`src/rtl/alu_sequencer.sv`:
```
// alu_sequencer: four-state (IDLE/READ/EXEC/WB) sequencer that issues one
// 4-bit ALU instruction at a time against an external 16x4 register file.
// The instruction is latched on acceptance. Operands are captured at the end of
// READ. The 5-bit result is registered at the end of EXEC. The write-back and
// the status flags take effect on the edge that ends WB.
module alu_sequencer (
    input  logic        clock,
    input  logic        reset_n,
    input  logic        instr_valid,
    input  logic [15:0] instr,
    output logic        instr_ready,
    output logic [3:0]  rf_raddr1,
    output logic [3:0]  rf_raddr2,
    input  logic [3:0]  rf_rdata1,
    input  logic [3:0]  rf_rdata2,
    output logic [3:0]  rf_waddr,
    output logic [3:0]  rf_wdata,
    output logic        rf_w_en,
    output logic        carry,
    output logic        zero,
    output logic        done,
    output logic        err
);

    typedef enum logic [1:0] {
        IDLE = 2'd0,
        READ = 2'd1,
        EXEC = 2'd2,
        WB   = 2'd3
    } state_e;

    localparam logic [3:0] OP_NOP  = 4'h0;
    localparam logic [3:0] OP_ADD  = 4'h1;
    localparam logic [3:0] OP_SUB  = 4'h2;
    localparam logic [3:0] OP_AND  = 4'h3;
    localparam logic [3:0] OP_OR   = 4'h4;
    localparam logic [3:0] OP_XOR  = 4'h5;
    localparam logic [3:0] OP_LDI  = 4'h6;
    localparam logic [3:0] OP_MOV  = 4'h7;
    localparam logic [3:0] OP_SHL  = 4'h8;
    localparam logic [3:0] OP_SHR  = 4'h9;
    localparam logic [3:0] OP_ADDI = 4'hA;

    state_e      state_q, state_d;
    logic [15:0] instr_q, instr_d;
    logic [3:0]  op1_q, op1_d;
    logic [3:0]  op2_q, op2_d;
    logic [4:0]  result_q, result_d;
    logic        carry_q, carry_d;
    logic        zero_q, zero_d;

    logic        accept;
    logic [3:0]  opcode;
    logic [3:0]  rd_field;
    logic [3:0]  rs1_field;
    logic [3:0]  rs2_field;

    // Result bit 4 carries the flag-relevant bit out of each operation:
    // the carry for ADD/ADDI, the borrow for SUB, the bit shifted out for
    // SHL/SHR, and 0 for logical ops, LDI and MOV.
    function automatic logic [4:0] alu_compute(
        input logic [3:0] op,
        input logic [3:0] a,
        input logic [3:0] b,
        input logic [3:0] imm
    );
        logic [4:0] r;
        r = 5'd0;
        case (op)
            OP_ADD:  r = {1'b0, a} + {1'b0, b};
            OP_SUB:  r = {1'b0, a} - {1'b0, b};
            OP_AND:  r = {1'b0, a & b};
            OP_OR:   r = {1'b0, a | b};
            OP_XOR:  r = {1'b0, a ^ b};
            OP_LDI:  r = {1'b0, imm};
            OP_MOV:  r = {1'b0, a};
            OP_SHL:  r = {a, 1'b0};
            OP_SHR:  r = {a[0], 1'b0, a[3:1]};
            OP_ADDI: r = {1'b0, a} + {1'b0, imm};
            default: r = 5'd0;
        endcase
        return r;
    endfunction

    // Opcodes 1..A write a result and update zero.
    function automatic logic writes_rf(input logic [3:0] op);
        return (op >= OP_ADD) && (op <= OP_ADDI);
    endfunction

    // LDI and MOV leave carry alone; every other writing opcode updates it.
    function automatic logic updates_carry(input logic [3:0] op);
        return writes_rf(op) && (op != OP_LDI) && (op != OP_MOV);
    endfunction

    // Opcodes B..F are not defined.
    function automatic logic is_illegal(input logic [3:0] op);
        return op > OP_ADDI;
    endfunction

    assign opcode    = instr_q[15:12];
    assign rd_field  = instr_q[11:8];
    assign rs1_field = instr_q[7:4];
    assign rs2_field = instr_q[3:0];

    assign accept    = instr_valid && (state_q == IDLE);

    // State register.
    always_ff @(posedge clock or negedge reset_n) begin
        if (!reset_n) begin
            state_q <= IDLE;
        end else begin
            state_q <= state_d;
        end
    end

    // Next-state logic: only IDLE waits; the rest of the sequence is fixed.
    always_comb begin
        state_d = state_q;
        case (state_q)
            IDLE:    if (accept) state_d = READ;
            READ:    state_d = EXEC;
            EXEC:    state_d = WB;
            WB:      state_d = IDLE;
            default: state_d = IDLE;
        endcase
    end

    // Output decode: handshake, register-file controls and retire pulses.
    always_comb begin
        instr_ready = 1'b0;
        rf_w_en     = 1'b0;
        done        = 1'b0;
        err         = 1'b0;
        case (state_q)
            IDLE: instr_ready = 1'b1;
            WB: begin
                rf_w_en = writes_rf(opcode);
                done    = 1'b1;
                err     = is_illegal(opcode);
            end
            default: ;
        endcase
    end

    assign rf_raddr1 = rs1_field;
    assign rf_raddr2 = rs2_field;
    assign rf_waddr  = rd_field;
    assign rf_wdata  = result_q[3:0];
    assign carry     = carry_q;
    assign zero      = zero_q;

    // Datapath next-state: the latch, capture and execute steps each happen in one state only.
    always_comb begin
        instr_d  = instr_q;
        op1_d    = op1_q;
        op2_d    = op2_q;
        result_d = result_q;
        if (accept) begin
            instr_d = instr;
        end
        if (state_q == READ) begin
            op1_d = rf_rdata1;
            op2_d = rf_rdata2;
        end
        if (state_q == EXEC) begin
            result_d = alu_compute(opcode, op1_q, op2_q, rs2_field);
        end
    end

    // Datapath registers.
    always_ff @(posedge clock or negedge reset_n) begin
        if (!reset_n) begin
            instr_q  <= 16'd0;
            op1_q    <= 4'd0;
            op2_q    <= 4'd0;
            result_q <= 5'd0;
        end else begin
            instr_q  <= instr_d;
            op1_q    <= op1_d;
            op2_q    <= op2_d;
            result_q <= result_d;
        end
    end

    // Flag next-state: flags change only on the edge that ends WB.
    always_comb begin
        carry_d = carry_q;
        zero_d  = zero_q;
        if (state_q == WB) begin
            if (updates_carry(opcode)) begin
                carry_d = result_q[4];
            end
            if (writes_rf(opcode)) begin
                zero_d = (result_q[3:0] == 4'd0);
            end
        end
    end

    // Status flag registers.
    always_ff @(posedge clock or negedge reset_n) begin
        if (!reset_n) begin
            carry_q <= 1'b0;
            zero_q  <= 1'b0;
        end else begin
            carry_q <= carry_d;
            zero_q  <= zero_d;
        end
    end

endmodule

```
`config.mk`:
```
export PLATFORM = sky130hd
export DESIGN_NAME = alu_sequencer
export DESIGN_NICKNAME = d
export VERILOG_FILES = /design/src/rtl/alu_sequencer.sv
export SDC_FILE = /design/constraint.sdc
export NUM_CORES = 1
export LEC_CHECK = 0
export ABC_AREA = 0
export CAP_MARGIN = 5
export CORE_MARGIN = 3
export CORE_UTILIZATION = 45
export DETAILED_ROUTE_END_ITERATION = 16
export PLACE_DENSITY = 0.73
export SLEW_MARGIN = 20
export SYNTH_ARGS = -nofsm -noshare
export SYNTH_HDL_FRONTEND = slang
export SYNTH_SLANG_ARGS = --single-unit
```
`constraint.sdc`:
```
create_clock -name clock -period 2.55 [get_ports clock]
set_input_delay 0.3825 -clock clock [delete_from_list [all_inputs] [get_ports clock]]
set_output_delay 0.3825 -clock clock [all_outputs]
set_load 0.01 [all_outputs]
```
==> results.json, run 1 <==
{
  "synth_edf_count": 0,
  "floorplan.rows": 25,
  "placed_cells": 339,
  "grt-ovfl-total": 0,
  "final-setup-viol-count": 0,
  "synth_top_cell_by_area": "dfrtp_1",
  "wl_per_cell_um": 15.75,
  "drt_first_pass_iters": 4,
  "whs_ns": 0.4885,
  "syn_nets": 286,
  "postLayoutSetupSlackWorst_ns": 0.09383,
  "tightest_slew_ns": 0.4648,
  "maxSlewHeadroom": 0.6901,
  "power_density_nw_per_um2": 1411,
  "fin_skew_ns": 0.003506,
  "grt_usage": 0.1910,
  "fill_cells": 445,
  "hp-class": "in -> async",
  "worstPathArrival_ns": 2.62,
  "die_area_um2": 5999,
  "initialDrtViolationCount": 168,
  "fin_util": 0.6096,
  "critPathMaxFanout": 4,
  "die_h_um": 77.45,
  "start_kind": "flop",
  "io_buffers": 48,
  "yosysSeqAreaShare": 0.3595,
  "cts.sinks": 33,
  "cts_tree": "yes",
  "period_share": 0.9632,
  "htreeDepth": 2,
  "maxCapViolations": 0,
  "vias_per_cell": 5.333,
  "vias": 1872,
  "fin_crit_ns": 2.456,
  "drc": 0,
  "nets": 329,
  "synth_top_area_share": 0.3595,
  "synth-seq-cells": 33,
  "layout-drive-gt1-share": 0.2077,
  "async_flop_share": 1.000,
  "clk_latency_ns": 0.29,
  "final_hold_viol_count": 0,
  "drt-total-wl_mm": 5.527,
  "ir_worst_vdd_mv": 0.6493,
  "final_cell_mix": "clkdlybuf4s50_1 (48), dfrtp_1 (32), nand2_1 (22), inv_1 (18)",
  "core_area_um2": 4817,
  "io_pins": 49,
  "place_ws_ns": -0.01472,
  "drtAntennaViolNets": 0,
  "cts-root-buf": "clkbuf_8",
  "grt_max_degree": 34,
  "clkTransAtPathRegs_ns": 0.07,
  "slew_violations": 0,
  "fin_cells": 351,
  "antennaDiodeCount": 0,
  "cp_data_required_time_ns": 2.71,
  "syn_inst": 240,
  "syn2layout_area_growth_pct": 27.83,
  "grt_first_pass_wirelength_mm": 9.108,
  "critical_path_class": "reg -> reg",
  "layout_commonest_cell": "clkdlybuf4s50_1",
  "avgSynthCellArea_um2": 9.572,
  "initial_core_util": 0.4769,
  "synth_cell_types": 47,
  "fmax_mhz": 407.1,
  "clk_path_buf_depth": 2,
  "synthesis.area_um2": 2297,
  "hold_buffers": 0,
  "synth.area.top_cells": "dfrtp_1 (36%), ha_1 (9.8%), mux2_2 (8.3%)",
  "globalplace.congestion": 0.9117,
  "synth_warnings": 0,
  "grt_pass1_vias": 1899,
  "grt_setup_unrepaired": "true",
  "leakage_uw": 0.001290,
  "outcome": "finished clean",
  "yosys_most_used_dff": "dfrtp_1",
  "cts_buffers": 5,
  "die_w_um": 77.45,
  "antenna_found_initial": 0,
  "dp_hpwl_mm": 4.060,
  "cp-end-kind": "flop"
}
==> flip-flops by register name, summed over array words and instances (netlist names) <==
register	flops
carry	1
instr_q	16
op1_q	4
op2_q	4
result_q	5
state_q	2
zero	1
==> what timing repair did <==
item,4_1_cts,5_1_grt
pin swaps,0,7
resized for setup,1,13
endpoints found under the setup margin,1,4
buffers inserted,0,4
gates cloned,0,0
==> worst paths after layout <==
path	endpoint	depth (start not counted)	startpoint	slack, ns
worst max-delay path	result_q[1]$_DFFE_PN0P_	11	instr_q[12]$_DFFE_PN0P_	0.09
worst min-delay path	op2_q[2]$_DFFE_PN0N_	2	reset_n	0.49
worst max register to register	result_q[1]$_DFFE_PN0P_	11	instr_q[12]$_DFFE_PN0P_	0.09
worst min register to register	instr_q[5]$_DFFE_PN0P_	1	instr_q[5]$_DFFE_PN0P_	0.51
max in group asynchronous	instr_q[15]$_DFFE_PN0P_	2	reset_n	1.74
min in group clock	instr_q[5]$_DFFE_PN0P_	1	instr_q[5]$_DFFE_PN0P_	0.51
==> synth_stat cells, types with 2 or more instances <==
master,n
dfrtp_1,33
nand2_1,23
inv_1,19
buf_4,18
ha_1,18
mux2_2,17
o21ai_0,16
a21oi_1,13
nor2_1,12
nand2b_1,8
mux2i_1,5
buf_2,4
nand3b_1,4
o22ai_1,4
o31ai_1,4
buf_6,3
a211oi_1,2
a22o_1,2
a32oi_1,2
clkbuf_1,2
mux2_4,2
nand3_1,2
nor3_1,2
nor4_1,2
==> area by class of cell <==
type / count / area, µm² / area share
Clock buffer: 7 / 86.33 / 0.02940
Clock inverter: 1 / 30.03 / 0.01023
Inverter: 19 / 71.32 / 0.02429
Multi-Input combinational cell: 161 / 1245 / 0.4239
Sequential cell: 33 / 827.0 / 0.2816
Tap cell: 67 / 83.83 / 0.02855
Timing Repair Buffer: 63 / 593.1 / 0.2020
==> critical path, stage by stage, from the launching register on <==
cell and delay, ns:
dfrtp_1 0.38, or2b_4 0.30, nor2_4 0.12, nand2_2 0.07
o21ai_2 0.07, ha_2 0.20, inv_2 0.04, fa_1 0.53
o21a_1 0.15, o221ai_2 0.09, a211oi_2 0.25, o22ai_1 0.13
==> layer usage <==
layer  vias up  routed length (µm)  global-route usage
met3         7                 383             0.04176
met5         -                   0                   0
met4         0                  57             0.04626
met1       883                2286              0.2531
met2        79                2799              0.3178
li1        903                   -                   -
==> stage by stage <==
stage	power, µW	cell area [µm²]	TNS [ns]
floorplan	2769	2297	0
global placement	3399	2748	0
detailed placement	3423	2748	-0.01472
CTS	3980	2869	0
global route	4495	2937	-0.02645
finish	4142	2937	0
==> cell families (layout without fill, tap and decap cells) <==
kind of cell | Yosys count | after routing | share of synthesized area
and+or+nand+nor | 62 | 62 | 0.1443
AOI/OAI and AO/OA | 55 | 55 | 0.1509
buffers and inverters | 46 | 90 | 0.1166
DFF | 33 | 33 | 0.3595
muxes | 24 | 24 | 0.1182
adders and majority gates | 19 | 19 | 0.1068
xor gates and xnor gates | 1 | 1 | 0.003813
==> power by group <==
part / switching (µW) / internal, µW / total [µW]
registers: 247 / 786 / 1030
clock network: 200 / 319 / 518
logic: 1300 / 1290 / 2590
total: 1750 / 2400 / 4140
Power figures use the tool's default switching activity.
==> run 2: changes to the inputs <==
--- a/config.mk
+++ b/config.mk
@@ -6,7 +6,7 @@
 export NUM_CORES = 1
 export LEC_CHECK = 0
 export ABC_AREA = 0
-export CAP_MARGIN = 5
+export CORE_ASPECT_RATIO = 0.5
 export CORE_MARGIN = 3
 export CORE_UTILIZATION = 45
 export DETAILED_ROUTE_END_ITERATION = 16
==> constraint.sdc (replaced) <==
create_clock -name clock -period 2.55 [get_ports clock]
set_input_delay 0.765 -clock clock [delete_from_list [all_inputs] [get_ports clock]]
set_output_delay 0.765 -clock clock [all_outputs]
set_load 0.01 [all_outputs]
==> results.json, run 2 (synthesized netlist as in run 1, its figures left out) <==
{
  "outcome": "finished clean",
  "die_h_um": 56.52,
  "p_int_uw": 2331,
  "antenna_found_initial": 0,
  "nets": 329,
  "fin_cells": 349,
  "cts_buffers": 5,
  "layout-drive-gt1-share": 0.1979,
  "grt_first_pass_wirelength_mm": 8.894,
  "largest_register_ffs": 16,
  "dp_hpwl_mm": 4.092,
  "start_kind": "flop",
  "top_register": "instr_q",
  "initialDrtViolationCount": 181,
  "htreeDepth": 2,
  "syn2layout_area_growth_pct": 27.07,
  "clkPwrFrac": 0.120,
  "whs_ns": 0.5043,
  "layout_commonest_cell": "clkdlybuf4s50_1",
  "placed_cells": 340,
  "clkTransAtPathRegs_ns": 0.07,
  "hold_buffers": 0,
  "drt-total-wl_mm": 5.556,
  "leakage_uw": 0.001296,
  "clk_latency_ns": 0.29,
  "die_w_um": 107.0,
  "initial_core_util": 0.4932,
  "grt_max_degree": 34,
  "globalplace.congestion": 0.9240,
  "p_seq_frac": 0.254,
  "drc": 0,
  "io_buffers": 48,
  "seq_area_um2": 827.0,
  "antennaDiodeCount": 0,
  "grt_pass1_vias": 1806,
  "cp_data_required_time_ns": 2.76,
  "top_regs": "instr_q: 16 flops, result_q: 5 flops",
  "critPathMaxFanout": 6,
  "grt_usage": 0.1896,
  "final-setup-viol-count": 0,
  "vias": 1874,
  "wl_per_cell_um": 15.92,
  "cp-end-kind": "flop",
  "critical_path_class": "reg -> reg",
  "drt_first_pass_iters": 5,
  "fin_skew_ns": 0.003543,
  "cts_tree": "yes",
  "grt-ovfl-total": 0,
  "multi_input_area_um2": 1242,
  "floorplan.rows": 17,
  "ir_worst_vdd_mv": 0.5139,
  "final_hold_viol_count": 0,
  "p_total_uw": 4075,
  "cts-root-buf": "clkbuf_8",
  "period_share": 0.9913,
  "maxSlewHeadroom": 0.7057,
  "maxCapViolations": 0,
  "cts.sinks": 33,
  "tightest_slew_ns": 0.4414,
  "hp-class": "reg -> reg",
  "slew_violations": 0,
  "power_density_nw_per_um2": 1396,
  "fill_cells": 396,
  "vias_per_cell": 5.370,
  "clk_path_buf_depth": 2,
  "final_cell_mix": "clkdlybuf4s50_1 (47), dfrtp_1 (32), nand2_1 (23), inv_1 (19)",
  "io_pins": 49,
  "fin_crit_ns": 2.528,
  "pwr-share-comb": 0.626,
  "swShare": 0.4281,
  "drtAntennaViolNets": 0,
  "die_area_um2": 6050,
  "core_area_um2": 4658,
  "p_switching_uw": 1745,
  "worstPathArrival_ns": 2.74,
  "fmax_mhz": 395.6
}
-- run 2: layout make-up --
type,instances,share of cell area
clock inverters,2,0.01200
inverters,19,0.02443
well taps,66,0.02829
flip-flops and latches,33,0.2833
multi-input cells,161,0.4256
clock buffers,5,0.02357
repair buffers,63,0.2027
-- run 2: worst paths after layout --
| kind | from | endpoint | slack (ns) | cells after the start |
|---|---|---|---|---|
| setup / recovery | instr_q[12]$_DFFE_PN0P_ | result_q[4]$_DFFE_PN0P_ | 0.02 | 12 |
| hold / removal | instr_q[7]$_DFFE_PN0P_ | instr_q[7]$_DFFE_PN0P_ | 0.50 | 1 |
| setup reg to reg | instr_q[12]$_DFFE_PN0P_ | result_q[4]$_DFFE_PN0P_ | 0.02 | 12 |
| hold reg to reg | instr_q[7]$_DFFE_PN0P_ | instr_q[7]$_DFFE_PN0P_ | 0.50 | 1 |
| max in group asynchronous | reset_n | op2_q[1]$_DFFE_PN0N_ | 1.35 | 2 |
| min in group asynchronous | reset_n | instr_q[4]$_DFFE_PN0P_ | 0.88 | 2 |
-- run 2: power by group through the flow --
stage	sequential [µW]	combinational (µW)	clock, µW
after floorplan	966	1800	0
final	1040	2550	488
after detailed placement	1040	2390	0
after CTS	1030	2420	496
after global routing	1070	2800	520
after global placement	1020	2370	0
-- run 2: per-stage QoR --
stage,cell area [µm²],setup TNS [ns],utilization,setup WS (ns)
2_1_floorplan,2297,0,-,0.1038
3_3_place_gp,2761,0,0.5928,0.1614
3_5_place_dp,2761,0,0.5928,0.06442
4_1_cts,2864,0,0.6148,0.01547
5_1_grt,2919,-0.1146,0.6266,-0.06287
6_report,2919,0,0.6266,0.02224
-- run 2: worst max-delay path, stage by stage, from the launching register on --
cell	delay, ns
dfrtp_1	0.41
or2b_4	0.32
nor2_4	0.15
nand2_1	0.09
o21ai_2	0.09
ha_2	0.20
inv_1	0.06
fa_1	0.41
nand2b_4	0.17
a21oi_2	0.17
nor2_1	0.06
nand3b_1	0.16
a22oi_1	0.16
-- run 2: what timing repair did --
action / 4_1_cts / 5_1_grt
buffers inserted: 0 / 2
setup endpoints to repair: 1 / 4
gates resized for setup: 1 / 11
pin swaps: 0 / 3
-- run 2: per-layer routing --
metal / track usage / share of wire
met1: 0.2666 / 0.47
met2: 0.2729 / 0.41
met3: 0.07463 / 0.11
met4: 0.04372 / 0.0094
met5: 0 / 0
